## config.mk

```make
export PLATFORM = sky130hd
export DESIGN_NAME = mem_arbiter
export DESIGN_NICKNAME = d
export VERILOG_FILES = /design/src/rtl/mem_arbiter.sv
export SDC_FILE = /design/constraint.sdc
export NUM_CORES = 1
export LEC_CHECK = 0
export ABC_AREA = 1
export CORE_UTILIZATION = 41
export CTS_BUF_LIST = sky130_fd_sc_hd__clkbuf_16
export DETAILED_ROUTE_END_ITERATION = 10
export PLACE_DENSITY = 0.8
export RECOVER_POWER = 100
export SLEW_MARGIN = 20
export SYNTH_ARGS = -nofsm -noshare
export SYNTH_HDL_FRONTEND = slang
export SYNTH_SLANG_ARGS = --single-unit
export TNS_END_PERCENT = 100
```

## constraint.sdc

```tcl
create_clock -name clk -period 1.6 [get_ports clk]
set_input_delay 0.32 -clock clk [delete_from_list [all_inputs] [get_ports clk]]
set_output_delay 0.32 -clock clk [all_outputs]
set_load 0.1 [all_outputs]
```

## src/rtl/mem_arbiter.sv

```systemverilog
// Two-requester (fetch / load-store) scheduler for a single shared memory port.
// Define MEMARB_RR_EN for round-robin arbitration; default is data priority with starvation guard.
module mem_arbiter #(
  parameter int STARVE_MAX = 4
) (
  input  logic        clk,
  input  logic        reset_n,
  input  logic        i_req,
  input  logic [31:0] i_addr,
  output logic        i_gnt,
  output logic        i_rvalid,
  output logic [31:0] i_rdata,
  input  logic        d_req,
  input  logic        d_we,
  input  logic [31:0] d_addr,
  input  logic [31:0] d_wdata,
  output logic        d_gnt,
  output logic        d_rvalid,
  output logic [31:0] d_rdata,
  output logic        mem_we,
  output logic [31:0] mem_a,
  output logic [31:0] mem_wd,
  input  logic [31:0] mem_rd
);

  // state | meaning
  // IDLE  | examine requests, issue at most one grant
  // ACC   | drive the latched access onto the memory port
  typedef enum logic {IDLE = 1'b0, ACC = 1'b1} state_t;

  localparam logic [31:0] WORD_MASK = 32'hFFFF_FFFC;

  state_t      state_q, state_d;
  logic        sel_i, sel_d;
  logic [31:0] addr_q, addr_d;
  logic [31:0] wd_q, wd_d;
  logic        own_d_q, own_d_d;
  logic        mem_we_q, mem_we_d;
  logic        i_rvalid_q, i_rvalid_d;
  logic        d_rvalid_q, d_rvalid_d;
  logic [31:0] i_rdata_q, i_rdata_d;
  logic [31:0] d_rdata_q, d_rdata_d;
`ifdef MEMARB_RR_EN
  logic        last_i_q, last_i_d;
`else
  localparam logic [2:0] STARVE_LIM = 3'(STARVE_MAX);
  logic [2:0]  starve_q, starve_d;
`endif

  always_ff @(posedge clk or negedge reset_n) begin
    if (!reset_n) begin
      state_q    <= IDLE;
      addr_q     <= '0;
      wd_q       <= '0;
      own_d_q    <= 1'b0;
      mem_we_q   <= 1'b0;
      i_rvalid_q <= 1'b0;
      d_rvalid_q <= 1'b0;
      i_rdata_q  <= '0;
      d_rdata_q  <= '0;
`ifdef MEMARB_RR_EN
      last_i_q   <= 1'b1;
`else
      starve_q   <= '0;
`endif
    end else begin
      state_q    <= state_d;
      addr_q     <= addr_d;
      wd_q       <= wd_d;
      own_d_q    <= own_d_d;
      mem_we_q   <= mem_we_d;
      i_rvalid_q <= i_rvalid_d;
      d_rvalid_q <= d_rvalid_d;
      i_rdata_q  <= i_rdata_d;
      d_rdata_q  <= d_rdata_d;
`ifdef MEMARB_RR_EN
      last_i_q   <= last_i_d;
`else
      starve_q   <= starve_d;
`endif
    end
  end

  // Arbitration; gated by reset_n so no grant escapes while reset is held.
  always_comb begin
    sel_i = 1'b0;
    sel_d = 1'b0;
    if (state_q == IDLE && reset_n) begin
`ifdef MEMARB_RR_EN
      if (i_req && d_req) begin
        sel_d = last_i_q;
        sel_i = !last_i_q;
      end
`else
      if (i_req && d_req) begin
        sel_i = (starve_q == STARVE_LIM);
        sel_d = !sel_i;
      end
`endif
      else begin
        sel_i = i_req;
        sel_d = d_req;
      end
    end
  end

  always_comb begin
    state_d = state_q;
    case (state_q)
      IDLE:    if (sel_i || sel_d) state_d = ACC;
      ACC:     state_d = IDLE;
      default: state_d = IDLE;
    endcase
  end

  always_comb begin
    addr_d     = addr_q;
    wd_d       = wd_q;
    own_d_d    = own_d_q;
    mem_we_d   = 1'b0;
    i_rvalid_d = 1'b0;
    d_rvalid_d = 1'b0;
    i_rdata_d  = i_rdata_q;
    d_rdata_d  = d_rdata_q;
`ifdef MEMARB_RR_EN
    last_i_d   = last_i_q;
`else
    starve_d   = starve_q;
`endif
    if (sel_d) begin
      addr_d   = d_addr & WORD_MASK;
      wd_d     = d_wdata;
      own_d_d  = 1'b1;
      mem_we_d = d_we;
    end else if (sel_i) begin
      addr_d   = i_addr & WORD_MASK;
      own_d_d  = 1'b0;
    end
`ifdef MEMARB_RR_EN
    if (sel_i) last_i_d = 1'b1;
    else if (sel_d) last_i_d = 1'b0;
`else
    // Only data grants won against a waiting fetch advance the counter.
    if (sel_d && i_req) starve_d = (starve_q == 3'd7) ? starve_q : starve_q + 3'd1;
    else if (sel_d || sel_i) starve_d = '0;
`endif
    if (state_q == ACC && !mem_we_q) begin
      if (own_d_q) begin
        d_rvalid_d = 1'b1;
        d_rdata_d  = mem_rd;
      end else begin
        i_rvalid_d = 1'b1;
        i_rdata_d  = mem_rd;
      end
    end
  end

  always_comb begin
    i_gnt    = sel_i;
    d_gnt    = sel_d;
    mem_we   = mem_we_q;
    mem_a    = addr_q;
    mem_wd   = wd_q;
    i_rvalid = i_rvalid_q;
    d_rvalid = d_rvalid_q;
    i_rdata  = i_rdata_q;
    d_rdata  = d_rdata_q;
  end

endmodule
```

# ---- Word level (Yosys, flattened, before mapping)
# Cells that the tools add are included.
dict set report classes {
  add_sub_neg 1
  n_mul 0
  n_div 0
  n_lt_le_gt_ge 0
  eq_ne 3
  shift 0
  mux 18
  bitwise 2
  reduce_logical 12
}
# cell count
set ops {}
lappend ops {{$mux 32} 2}
lappend ops {{$mux 1} 12}
lappend ops {{$mux 3} 3}
lappend ops {{$eq 3x3->1 const B} 2}
lappend ops {{$reduce_and 2->1} 3}
lappend ops {{$logic_and 1x1->1} 4}
lappend ops {{$reduce_bool 2->1} 2}
lappend ops {{$add 3x1->3 const B} 1}
lappend ops {{$logic_not 1->1} 2}
lappend ops {{$ne 2x2->1 const B} 1}
lappend ops {{$not 1->1} 2}
lappend ops {{$pmux 1 s2} 1}
lappend ops {{$logic_or 1x1->1} 1}
dict set report word_totals {
  register_bits 136
  latchBits 0
  mem_bits_rw 0
  romBits 0
  elab_cells 46
  mem_count 0
}

# ---- Logic depth before layout (Yosys ltp)
dict set report depth {
  word_depth 7
  mapped_depth 10
  ltp_nobuf 8
}

# ---- Worst setup path before layout
# Ideal clock, no wire load.
dict set report synth_path {
  path_type {reg-to-output}
  start {register state_q}
  end {output i_gnt}
  arrival_ps 2030
  required_ps 1280
  path_slack_ps -750
  stages_incl_launch_ff 5
  n_path_buf 1
  cell_sequence {dfrtp_1 > inv_2 > nand3_1 > clkbuf_1 > nor2_1}
}
dict set report synth_between {
  elab_chain_cells 3
}
# element line_no
set synth_rtl {}
lappend synth_rtl {{from (decl)} 33} ;# state_t state_q, state_d;
lappend synth_rtl {{from (signal assigned)} 67} ;# state_q <= state_d;
lappend synth_rtl {{$not 1->1} n/a}
lappend synth_rtl {{$logic_and 1x1->1} 88} ;# if (state_q == IDLE && reset_n) begin
lappend synth_rtl {{$mux 1} 88}
lappend synth_rtl {{to (decl)} 10} ;# output logic i_gnt,
# Every way passes these cells.

# ---- Worst setup path in the final report
dict set report layout_path {
  start {register starve_q[0]}
  end {output i_gnt}
}
dict set report layout_between {
  elab_chain_cells 3
}
# element line_no
set layout_rtl {}
lappend layout_rtl {{from (decl)} 47} ;# logic [2:0] starve_q, starve_d;
lappend layout_rtl {{from (signal assigned)} 79} ;# starve_q <= starve_d;
lappend layout_rtl {{$eq 3x3->1} 96} ;# sel_i = (starve_q == STARVE_LIM);
lappend layout_rtl {{$mux 1} 95} ;# if (i_req && d_req) begin
lappend layout_rtl {{$mux 1} 88}
# Every way passes these cells.

==> flow_results.xml <==
<?xml version="1.0" encoding="UTF-8"?>
<metrics>
  <group name="run_status">
    <metric name="outcome" unit="">complete, but fails checks</metric>
    <metric name="failed_checks" unit="">negative setup slack</metric>
  </group>
  <group name="yosys">
    <metric name="synth_cell_types" unit="">19</metric>
    <metric name="postSynthRegisterBits" unit="">134</metric>
    <metric name="netlist_instances" unit="">679</metric>
    <metric name="seq_area_frac_synth" unit="%">59.31</metric>
    <metric name="synth.avg_cell_area" unit="um^2">8.327</metric>
    <metric name="synth_area" unit="mm^2">0.005654</metric>
    <metric name="synth.yosys.warnings" unit="">0</metric>
  </group>
  <group name="timing">
    <metric name="report.final.setup_viol" unit="">11</metric>
    <metric name="post_route_clock_skew" unit="ns">0.005831</metric>
    <metric name="report.final.hold_viol_count" unit="">0</metric>
    <metric name="final_period_utilization" unit="%">113.0</metric>
    <metric name="timing_max_transition_violations_final" unit="">0</metric>
    <metric name="slew_headroom" unit="%">23.13</metric>
    <metric name="worst_slack" unit="ns">-0.2081</metric>
    <metric name="rsz0062_at_grt" unit="">true</metric>
    <metric name="tightestPinTransition" unit="ns">1.153</metric>
    <metric name="clock.fmax" unit="GHz">0.5531</metric>
    <metric name="min_clock_period_post_route" unit="ns">1.808</metric>
  </group>
  <group name="global_route">
    <metric name="grt_usage" unit="%">27.11</metric>
    <metric name="grt_start_max_net_pins" unit="">132</metric>
    <metric name="global_route_wire_length_before_repair" unit="um">29060</metric>
    <metric name="grt_pass1_vias" unit="">5557</metric>
    <metric name="antenna_violations_before_repair" unit="">0</metric>
    <metric name="grt_overflow" unit="">0</metric>
  </group>
  <group name="floorplanning">
    <metric name="core_region_area" unit="mm^2">0.01335</metric>
    <metric name="row_count" unit="">42</metric>
    <metric name="die-width" unit="um">119.4</metric>
    <metric name="die_height" unit="um">119.4</metric>
    <metric name="effective_utilization_at_floorplan" unit="%">42.36</metric>
    <metric name="ioPinCount" unit="">266</metric>
    <metric name="design.die.area" unit="mm^2">0.01426</metric>
  </group>
  <group name="min_path">
    <metric name="min_delay_worst_endpoint" unit="">mem_we</metric>
    <metric name="whs_path_depth" unit="">3</metric>
    <metric name="timing.hold.worst.class" unit="">primary input to flop</metric>
    <metric name="hold_path.startpoint" unit="">d_we</metric>
  </group>
  <group name="power_and_ir_drop">
    <metric name="irDropWorstVdd" unit="mV">0.8093</metric>
    <metric name="power.static_leakage" unit="nW">4.735</metric>
    <metric name="power-per-cell-area" unit="mW/mm^2">2115</metric>
  </group>
  <group name="place">
    <metric name="gp_routability_congestion" unit="">0.8037</metric>
    <metric name="detailed_place_hpwl" unit="um">12400</metric>
    <metric name="place_worst_setup_slack" unit="ns">-0.1813</metric>
    <metric name="placedInstanceArea" unit="mm^2">0.009783</metric>
    <metric name="port-buffer-count" unit="">259</metric>
  </group>
  <group name="cells_and_area">
    <metric name="final_area" unit="mm^2">0.008879</metric>
    <metric name="antennaDiodeCount" unit="">0</metric>
    <metric name="layout.cells.most_common" unit="">nand2_1</metric>
    <metric name="nNetsFinal" unit="">1088</metric>
    <metric name="area_delta_synth_final" unit="%">57.03</metric>
    <metric name="fill_cells" unit="">1009</metric>
    <metric name="mostFrequentLayoutCells" unit="">nand2_1, dfrtp_1, clkbuf_4, clkdlybuf4s50_1, inv_1</metric>
    <metric name="post_route_cells_drive_above_1_share" unit="%">20.93</metric>
  </group>
  <group name="detailed_routing">
    <metric name="detailedRoute.firstIterationViolations" unit="">359</metric>
    <metric name="drc_errors" unit="">0</metric>
    <metric name="vias" unit="">5431</metric>
    <metric name="route.detailed.vias_per_inst" unit="">4.760</metric>
    <metric name="avgRoutedWirePerCell" unit="um">16.42</metric>
    <metric name="drt_wl_total" unit="um">18740</metric>
    <metric name="detail_route.first_pass.iterations" unit="">6</metric>
    <metric name="route.antenna.remaining_nets" unit="">0</metric>
  </group>
  <group name="cts">
    <metric name="cts_max_level" unit="">4</metric>
    <metric name="cts-buffers-inserted" unit="">17</metric>
    <metric name="clkSlewWorstSetupHoldPaths" unit="ns">0.06</metric>
    <metric name="cts-root-buf" unit="">clkbuf_16</metric>
    <metric name="cts_max_path_buffers" unit="">2</metric>
    <metric name="tritoncts_clock_tree" unit="">done</metric>
    <metric name="cts.sinks" unit="">134</metric>
    <metric name="clk_latency" unit="ns">0.42</metric>
  </group>
  <group name="setup_path">
    <metric name="reg2reg_to" unit="">starve_q[0]</metric>
    <metric name="critPathLaunchType" unit="">flop</metric>
    <metric name="timing.rr.start" unit="">starve_q[0]</metric>
    <metric name="crit_family" unit="">flip-flops</metric>
    <metric name="worst-r2r-setup-slack" unit="ns">-0.19</metric>
    <metric name="timing.critical_path.to_type" unit="">output pin</metric>
    <metric name="worstPathRequired" unit="ns">1.28</metric>
    <metric name="timing.reg2reg.worst_path_depth" unit="">12</metric>
    <metric name="arrival" unit="ns">1.49</metric>
    <metric name="timing.critical_path.slowest_stage_cell" unit="">dfrtp_1</metric>
    <metric name="critical-path-max-stage-delay" unit="ns">0.39</metric>
    <metric name="cp_cell_sequence" unit="">inv_2 -&gt; ha_4 -&gt; a21oi_2 -&gt; nor2_4 -&gt; buf_12</metric>
    <metric name="cp_num_buf_inv" unit="">2</metric>
    <metric name="timing.setup.critical_path_class" unit="">flop to output pin</metric>
    <metric name="critical_path.max_fanout" unit="">3</metric>
  </group>
  <group name="job">
    <metric name="maxCapViolations" unit="">0</metric>
  </group>
</metrics>
worst reg2reg max path, delay by kind of cell (launching register included):
family                 cells  cell delay (ns)
buffers and inverters     10             1.15
flip-flops                 1             0.39
AND/OR/NAND/NOR            2             0.15
sequential cells by signal (all words and copies together) (netlist names), 3 cells and up:
signal and count:
i_rdata 32, d_rdata 32, mem_wd 32, starve_q 3, mem_a 30
cell usage after synthesis (all sizes together):
cell    instances  area (um^2)
a21oi           1        5.000
buf            26        172.7
clkbuf          9        33.78
conb            1        3.750
dfrtp         134         3353
ha              3        37.54
inv           106        397.9
nand2         288         1084
nand3           9        55.05
nand4           3        18.77
nor2            4        17.52
o21ai          95        475.5
worst max path at each step:
stage           startpoint        end  slack [ns]  depth (start not counted)
6_report       starve_q[0]      i_gnt       -0.21                          5
3_5_place_dp         i_req  mem_a[23]       -0.18                          6
4_1_cts        starve_q[0]      i_gnt       -0.21                          5
3_3_place_gp         d_req   mem_a[3]       -0.12                          7
2_1_floorplan      state_q      i_gnt      -0.006                          4
5_1_grt        starve_q[0]      i_gnt       -0.25                          5
area by class of cell:
| type | count | area [um^2] | area share (%) |
|---|---|---|---|
| clock inverter | 15 | 186.4 | 2.100 |
| inverter | 106 | 397.9 | 4.481 |
| multi-input combinational | 405 | 1742 | 19.62 |
| tap | 176 | 220.2 | 2.480 |
| sequential | 134 | 3354 | 37.78 |
| clock buffer | 17 | 425.4 | 4.791 |
| timing repair buffer | 288 | 2552 | 28.75 |
kinds of logic after synthesis:
group	after synthesis	share of synthesized area [%]
adders and majority gates	3	0.6639
DFF	134	59.31
buffers and inverters	141	10.69
AOI/OAI and AO/OA	96	8.497
and+or+nand+nor	304	20.78
other	1	0.06632
stage by stage:
step                 TNS (ns)  utilization (%)  cells  total power [mW]  hold slack [ns]
finish                -0.8424            66.52   1141             18.78           0.4180
global route           -3.184            66.52   1141             19.39           0.4210
CTS                   -0.5315            78.75   1140             21.72          0.08224
detailed placement     -6.635            73.29   1096             17.52           0.1229
global placement       -3.983            73.29   1096             17.29           0.1221
floorplan           -0.005906                -    680             12.29          0.02441
repair_timing:
item / CTS / global route
resized for setup: 6 / 7
setup buffers: 12 / 1
hold endpoints to repair: 3 / 0
hold buffers: 1 / 0
setup endpoints to repair: 2 / 35
pin swaps: 4 / 2
gates cloned: 0 / 1
routing by layer:
metal / routed length [um] / part of all wire (%) / global-route usage, % / vias up
met1: 7089 / 38 / 30.60 / 2556
met4: 456 / 2.4 / 10.31 / 0
met2: 9603 / 51 / 47.89 / 260
li1: - / - / - / 2582
met5: 0 / 0 / 0 / -
met3: 1590 / 8.5 / 8.238 / 33
where the power goes:
part | internal [mW] | switching [mW] | leakage [nW] | total, mW
Sequential | 4.29 | 0.519 | 1.64 | 4.81
Combinational | 1.79 | 8.13 | 2.80 | 9.92
Clock | 2.59 | 1.46 | 0.297 | 4.05
Note: power is estimated with default switching activity, not from simulation.
